### config.mk
export PLATFORM = sky130hd
export DESIGN_NAME = t05_regfile_exec_unit
export DESIGN_NICKNAME = d
export VERILOG_FILES = /design/src/rtl/t05_regfile_exec_unit.sv
export SDC_FILE = /design/constraint.sdc
export NUM_CORES = 2
export LEC_CHECK = 0
export CAP_MARGIN = 40
export CORE_AREA = 5 5 492 494
export DETAILED_ROUTE_END_ITERATION = 7
export DIE_AREA = 0 0 497 499
export PLACE_DENSITY_LB_ADDON = 0.05
export SYNTH_ARGS = -nofsm -noshare
export SYNTH_HDL_FRONTEND = slang
export SYNTH_SLANG_ARGS = --single-unit
### constraint.sdc
create_clock -name clk -period 5.99 [get_ports clk]
set_input_delay 0.599 -clock clk [delete_from_list [all_inputs] [get_ports clk]]
set_output_delay 0.599 -clock clk [all_outputs]
set_load 0.005 [all_outputs]
### src/rtl/t05_regfile_exec_unit.sv
// Register file plus serial execute unit for the team_05 core, with issue/result handshakes.
// Optional macro T05_MUL_EN adds op 16 (MUL) as a 1 bit/cycle shift-add multiplier.
module t05_regfile_exec_unit #(
    parameter int DATA_W = 32,
    parameter int NREGS  = 32,
    localparam int ADDR_W = $clog2(NREGS)
) (
    input  logic              clk,
    input  logic              rst,
    input  logic              in_valid,
    output logic              in_ready,
    input  logic [4:0]        in_op,
    input  logic [ADDR_W-1:0] in_rs1,
    input  logic [ADDR_W-1:0] in_rs2,
    input  logic [ADDR_W-1:0] in_rd,
    input  logic [DATA_W-1:0] in_imm,
    input  logic              in_use_imm,
    input  logic              in_wb,
    input  logic              ext_we,
    input  logic [ADDR_W-1:0] ext_rd,
    input  logic [DATA_W-1:0] ext_data,
    output logic              out_valid,
    input  logic              out_ready,
    output logic [DATA_W-1:0] out_result,
    output logic              out_branch,
    output logic [ADDR_W-1:0] out_rd,
    output logic              out_err
);

    localparam int SH_W  = $clog2(DATA_W);
    localparam int CNT_W = SH_W + 1;

    localparam logic [4:0] OP_ADD  = 5'd0;
    localparam logic [4:0] OP_SUB  = 5'd1;
    localparam logic [4:0] OP_AND  = 5'd2;
    localparam logic [4:0] OP_OR   = 5'd3;
    localparam logic [4:0] OP_XOR  = 5'd4;
    localparam logic [4:0] OP_SLL  = 5'd5;
    localparam logic [4:0] OP_SRL  = 5'd6;
    localparam logic [4:0] OP_SRA  = 5'd7;
    localparam logic [4:0] OP_SLT  = 5'd8;
    localparam logic [4:0] OP_SLTU = 5'd9;
    localparam logic [4:0] OP_BEQ  = 5'd10;
    localparam logic [4:0] OP_BNE  = 5'd11;
    localparam logic [4:0] OP_BLT  = 5'd12;
    localparam logic [4:0] OP_BGE  = 5'd13;
    localparam logic [4:0] OP_BLTU = 5'd14;
    localparam logic [4:0] OP_BGEU = 5'd15;
`ifdef T05_MUL_EN
    localparam logic [4:0] OP_MUL  = 5'd16;
`endif

    typedef enum logic [1:0] {
        ST_IDLE,
        ST_SHIFT,
        ST_HOLD,
        ST_MUL
    } state_t;

    state_t             state_q, state_d;
    logic [DATA_W-1:0]  result_q, result_d;
    logic               branch_q, branch_d;
    logic               err_q, err_d;
    logic [ADDR_W-1:0]  rd_q, rd_d;
    logic               wb_q, wb_d;
    logic [CNT_W-1:0]   count_q, count_d;
    logic [1:0]         sop_q, sop_d;
    logic [DATA_W-1:0]  regs_q [NREGS];
    logic [DATA_W-1:0]  regs_d [NREGS];
`ifdef T05_MUL_EN
    logic [DATA_W-1:0]  mcand_q, mcand_d;
    logic [DATA_W-1:0]  mplier_q, mplier_d;
`endif

    logic [DATA_W-1:0]  op_a;
    logic [DATA_W-1:0]  op_b;
    logic               is_shift;
    logic               is_branch;
    logic               is_illegal;

    // Operands are read at accept; a same-cycle load write to a source register is forwarded.
    always_comb begin
        op_a = regs_q[in_rs1];
        if (ext_we && ext_rd == in_rs1) op_a = ext_data;
        if (in_rs1 == '0) op_a = '0;
        op_b = regs_q[in_rs2];
        if (ext_we && ext_rd == in_rs2) op_b = ext_data;
        if (in_rs2 == '0) op_b = '0;
        if (in_use_imm) op_b = in_imm;
    end

    always_comb begin
        is_shift   = (in_op == OP_SLL) || (in_op == OP_SRL) || (in_op == OP_SRA);
        is_branch  = (in_op >= OP_BEQ) && (in_op <= OP_BGEU);
`ifdef T05_MUL_EN
        is_illegal = (in_op > OP_MUL);
`else
        is_illegal = (in_op > OP_BGEU);
`endif
    end

    always_comb begin
        state_d  = state_q;
        result_d = result_q;
        branch_d = branch_q;
        err_d    = err_q;
        rd_d     = rd_q;
        wb_d     = wb_q;
        count_d  = count_q;
        sop_d    = sop_q;
        regs_d   = regs_q;
`ifdef T05_MUL_EN
        mcand_d  = mcand_q;
        mplier_d = mplier_q;
`endif

        case (state_q)
            ST_IDLE: begin
                if (in_valid) begin
                    rd_d     = in_rd;
                    branch_d = 1'b0;
                    err_d    = 1'b0;
                    result_d = '0;
                    count_d  = '0;
                    wb_d     = in_wb && (in_rd != '0) && !is_branch && !is_illegal;
                    state_d  = ST_HOLD;
                    case (in_op)
                        OP_ADD:  result_d = op_a + op_b;
                        OP_SUB:  result_d = op_a - op_b;
                        OP_AND:  result_d = op_a & op_b;
                        OP_OR:   result_d = op_a | op_b;
                        OP_XOR:  result_d = op_a ^ op_b;
                        OP_SLL, OP_SRL, OP_SRA: begin
                            result_d = op_a;
                            sop_d    = in_op[1:0];
                            count_d  = CNT_W'(op_b[SH_W-1:0]);
                            if (op_b[SH_W-1:0] != '0) state_d = ST_SHIFT;
                        end
                        OP_SLT:  result_d[0] = $signed(op_a) < $signed(op_b);
                        OP_SLTU: result_d[0] = op_a < op_b;
                        OP_BEQ:  branch_d = (op_a == op_b);
                        OP_BNE:  branch_d = (op_a != op_b);
                        OP_BLT:  branch_d = $signed(op_a) < $signed(op_b);
                        OP_BGE:  branch_d = $signed(op_a) >= $signed(op_b);
                        OP_BLTU: branch_d = op_a < op_b;
                        OP_BGEU: branch_d = op_a >= op_b;
`ifdef T05_MUL_EN
                        OP_MUL: begin
                            mcand_d  = op_a;
                            mplier_d = op_b;
                            count_d  = CNT_W'(DATA_W);
                            state_d  = ST_MUL;
                        end
`endif
                        default: err_d = 1'b1;
                    endcase
                end
            end
            // sop_q holds op[1:0]: 01 SLL, 10 SRL, 11 SRA
            ST_SHIFT: begin
                case (sop_q)
                    2'b01:   result_d = {result_q[DATA_W-2:0], 1'b0};
                    2'b10:   result_d = {1'b0, result_q[DATA_W-1:1]};
                    default: result_d = {result_q[DATA_W-1], result_q[DATA_W-1:1]};
                endcase
                count_d = count_q - 1'b1;
                if (count_q == CNT_W'(1)) state_d = ST_HOLD;
            end
`ifdef T05_MUL_EN
            ST_MUL: begin
                if (mplier_q[0]) result_d = result_q + mcand_q;
                mcand_d  = {mcand_q[DATA_W-2:0], 1'b0};
                mplier_d = {1'b0, mplier_q[DATA_W-1:1]};
                count_d  = count_q - 1'b1;
                if (count_q == CNT_W'(1)) state_d = ST_HOLD;
            end
`endif
            ST_HOLD: begin
                if (out_ready) begin
                    if (wb_q) regs_d[rd_q] = result_q;
                    state_d = ST_IDLE;
                end
            end
            default: state_d = ST_IDLE;
        endcase

        // Load data is applied last so it wins over a same-cycle result writeback.
        if (ext_we) regs_d[ext_rd] = ext_data;
        regs_d[0] = '0;
    end

    always_ff @(posedge clk or negedge rst) begin
        if (!rst) begin
            state_q  <= ST_IDLE;
            result_q <= '0;
            branch_q <= 1'b0;
            err_q    <= 1'b0;
            rd_q     <= '0;
            wb_q     <= 1'b0;
            count_q  <= '0;
            sop_q    <= '0;
            for (int i = 0; i < NREGS; i++) regs_q[i] <= '0;
`ifdef T05_MUL_EN
            mcand_q  <= '0;
            mplier_q <= '0;
`endif
        end else begin
            state_q  <= state_d;
            result_q <= result_d;
            branch_q <= branch_d;
            err_q    <= err_d;
            rd_q     <= rd_d;
            wb_q     <= wb_d;
            count_q  <= count_d;
            sop_q    <= sop_d;
            regs_q   <= regs_d;
`ifdef T05_MUL_EN
            mcand_q  <= mcand_d;
            mplier_q <= mplier_d;
`endif
        end
    end

    assign in_ready   = (state_q == ST_IDLE);
    assign out_valid  = (state_q == ST_HOLD);
    assign out_result = result_q;
    assign out_branch = branch_q;
    assign out_rd     = rd_q;
    assign out_err    = err_q;

endmodule
==> results.py <==
metrics = {
    "timing": {
        "rsz0062_at_grt": "no",
        "setup_viol": 0,
        "slew_headroom_pct": 34.55,
        "fin_crit_ns": 5.694,
        "hold_slack_ns": 0.3429,
        "hold_violations": 0,
        "maxSlewViolCount": 0,
        "fin_worst_skew_ns": 0.04357,
        "max_freq_mhz": 175.6,
        "finalCritPeriodShare_pct": 95.06,
        "tightest_slew_ns": 0.9818,
        "setup_ws_ns": 0.2960,
    },
    "logic_synthesis": {
        "synth.most_common_cell": "mux2i_1",
        "synth_top_area_share_pct": 36.86,
        "synth_edf_count": 0,
        "synth_ff_type": "dfrtp_1",
        "synth_area_leaders": "dfrtp_1, mux4_2, mux2i_1",
        "synth_area_um2": 70730,
        "ys_types": 89,
        "ys_async_sr_fraction_pct": 100.0,
        "yosysWarnings": 0,
        "syn_avg_cell_area_um2": 10.30,
        "synth-seq-cells": 1042,
        "synthesis.nets": 7062,
        "synthCells": 6865,
        "synth_commonest_cells": "mux2i_1, dfrtp_1, nor2_1",
        "ys_seq_area_share_pct": 36.86,
        "synth_top_cell_by_area": "dfrtp_1",
    },
    "setup_path": {
        "r2r-end": "out_result[30]$_DFFE_PN0P_",
        "cp.required_ns": 6.69,
        "worstPathArrival_ns": 6.40,
        "rr_worst_depth": 24,
        "cp-start-kind": "register",
        "path_max_fanout": 3,
        "timing.rr.start": "regs_q[384]$_DFF_PN0_",
        "criticalPathCategory": "register to register",
        "regToRegSetupSlack_ns": 0.30,
        "endpoint_kind": "register",
    },
    "outcome": {
        "status": "complete, no violations",
    },
    "placed_design": {
        "place_inst": 9974,
        "dp_slack_ns": -0.4532,
        "dpl-instance-area_um2": 79320,
        "port_buffers": 136,
        "dp_hpwl_mm": 226.6,
        "globalplace.congestion": 0.9013,
    },
    "finish": {
        "fin_cells": 10230,
        "fin_area_um2": 84020,
        "synthToLayoutAreaGrowth_pct": 18.78,
        "layout-drive-gt1-share_pct": 22.52,
        "fill_cells": 23770,
        "fin_nets": 7148,
    },
    "die": {
        "dieArea_um2": 248000,
        "fp.dieW_um": 497,
        "coreArea_um2": 237000,
        "chipHeight_um": 499,
        "start_util_pct": 29.85,
        "io_pins": 137,
        "num_rows": 179,
    },
    "clocking": {
        "cts_tree": "built",
        "cts-root-buf": "clkbuf_16",
        "cts_buffers": 141,
        "cts_buffer_depth": 3,
        "htree_num_levels": 4,
        "clkTransAtPathRegs_ns": 0.06,
        "cts_setup_buffers": 0,
        "clk_latency_ns": 0.83,
        "clock_sinks": 1042,
    },
    "routing": {
        "wl_per_cell_um": 34.12,
        "drc_errors": 0,
        "first_pass_iters": 6,
        "ant_nets": 0,
        "num_vias": 57970,
        "dr.first_iter.drc_count": 5981,
        "viasPerCell": 5.666,
        "drt_wl_total_mm": 349.1,
    },
    "flow_run": {
        "cap_violations": 0,
    },
    "global_route": {
        "grt_pass1_wl_mm": 482.0,
        "overflow": 0,
        "grt_pass1_vias": 56550,
        "grt_usage_pct": 27.32,
        "antenna_found_initial": 13,
        "grt_max_degree": 146,
    },
    "pwr": {
        "p_total_w": 0.02962,
        "power_density_nw_per_um2": 352.6,
        "peakVddDrop_uv": 228.5,
        "p_leak_nw": 33.19,
    },
    "min_path": {
        "hold_class": "input pin to async pin",
    },
}
[worst max path at each step]
stage / startpoint / to / slack [ns] / depth (start not counted)
2_1_floorplan: in_rs1[0] / out_result[30]$_DFFE_PN0P_ / 0.02 / 24
3_3_place_gp: in_rs2[0] / out_result[30]$_DFFE_PN0P_ / -0.52 / 24
3_5_place_dp: in_rs2[3] / out_result[30]$_DFFE_PN0P_ / -0.45 / 25
4_1_cts: regs_q[384]$_DFF_PN0_ / out_result[30]$_DFFE_PN0P_ / 0.12 / 24
5_1_grt: regs_q[384]$_DFF_PN0_ / out_result[30]$_DFFE_PN0P_ / 0.05 / 24
6_report: regs_q[384]$_DFF_PN0_ / out_result[30]$_DFFE_PN0P_ / 0.30 / 24
[layout by cell type (no fill, tap or decap), drive strengths merged, types with 24 or more instances in the layout]
| cell type | count |
|---|---|
| a21oi | 632 |
| a222oi | 43 |
| a22o | 84 |
| buf | 621 |
| clkbuf | 204 |
| clkdlybuf4s50 | 124 |
| clkinv | 33 |
| dfrtp | 1042 |
| ha | 99 |
| inv | 133 |
| mux2 | 74 |
| mux2i | 1089 |
| mux4 | 568 |
| nand2 | 605 |
| nand3 | 24 |
| nor2 | 708 |
| nor3 | 35 |
| o21ai | 591 |
| xnor2 | 43 |
[timing repair]
action | in CTS | in global routing
hold buffers | 1 | 0
endpoints found under the hold margin | 53 | 0
gates resized for setup | 0 | 2
setup endpoints to repair | 0 | 2
[state kept, by name, summed over array words and instances (netlist names)]
name,count
out_err,1
sop_q,2
out_rd,5
regs_q,992
out_branch,1
out_result,32
wb_q,1
state_q,2
count_q,6
[cell type report]
cell class | count | area (um2) | share of cell area, %
tap | 3167 | 3963 | 4.716
clock inverter | 48 | 588.1 | 0.6999
timing repair buffer | 746 | 7277 | 8.661
antenna | 4 | 10.01 | 0.01191
inverter | 130 | 490.5 | 0.5838
clock buffer | 204 | 4078 | 4.853
multi-input combinational | 4890 | 41530 | 49.43
sequential | 1042 | 26080 | 31.04
[kinds of logic (layout without fill, tap and decap cells)]
group,after synthesis,count (layout),synth area share (%)
xor gates and xnor gates,52,52,0.6439
DFF,1042,1042,36.86
adders and majority gates,101,101,1.808
AOI/OAI and AO/OA,1530,1530,12.45
buffers and inverters,933,1128,5.167
and+or+nand+nor,1476,1476,8.393
muxes,1731,1731,34.67
other,0,4,0
[per-stage QoR]
stage | util [%] | TNS [ns]
after floorplan | - | 0
after global placement | 33.25 | -2.687
after detailed placement | 33.48 | -2.109
after CTS | 35.45 | 0
after global routing | 35.45 | 0
final | 35.46 | 0
[where the power goes]
group	internal, W	switching (W)	leakage, nW
sequential	0.00893	0.00165	13.0
combinational	0.00517	0.00507	17.9
clock	0.00513	0.00368	2.30
total	0.0192	0.0104	33.2
[worst max-delay path: stages (launching register included)]
cell,delay [ns]
dfrtp_1,0.43
mux4_2,0.49
mux4_2,0.47
mux2i_1,0.27
o21ai_0,0.21
a22oi_1,0.25
buf_4,0.15
inv_1,0.05
ha_1,0.19
inv_1,0.08
fa_1,0.19
or2_2,0.14
a221oi_1,0.08
buf_4,0.14
o21bai_1,0.28
a21oi_1,0.26
a2111oi_2,0.47
buf_4,0.20
nor3_1,0.05
a2111oi_1,0.36
buf_4,0.20
a22oi_1,0.09
xnor2_1,0.17
nor2_1,0.06
o31a_1,0.30
[routing by layer]
metal / vias to the layer above / part of all wire [%] / track usage (%)
met5: - / 0 / 0
met1: 30120 / 45 / 39.04
met3: 407 / 6.4 / 5.050
met4: 0 / 2.9 / 7.526
met2: 2196 / 45 / 42.48
li1: 25250 / - / -
(Power assumes the default switching activity.)
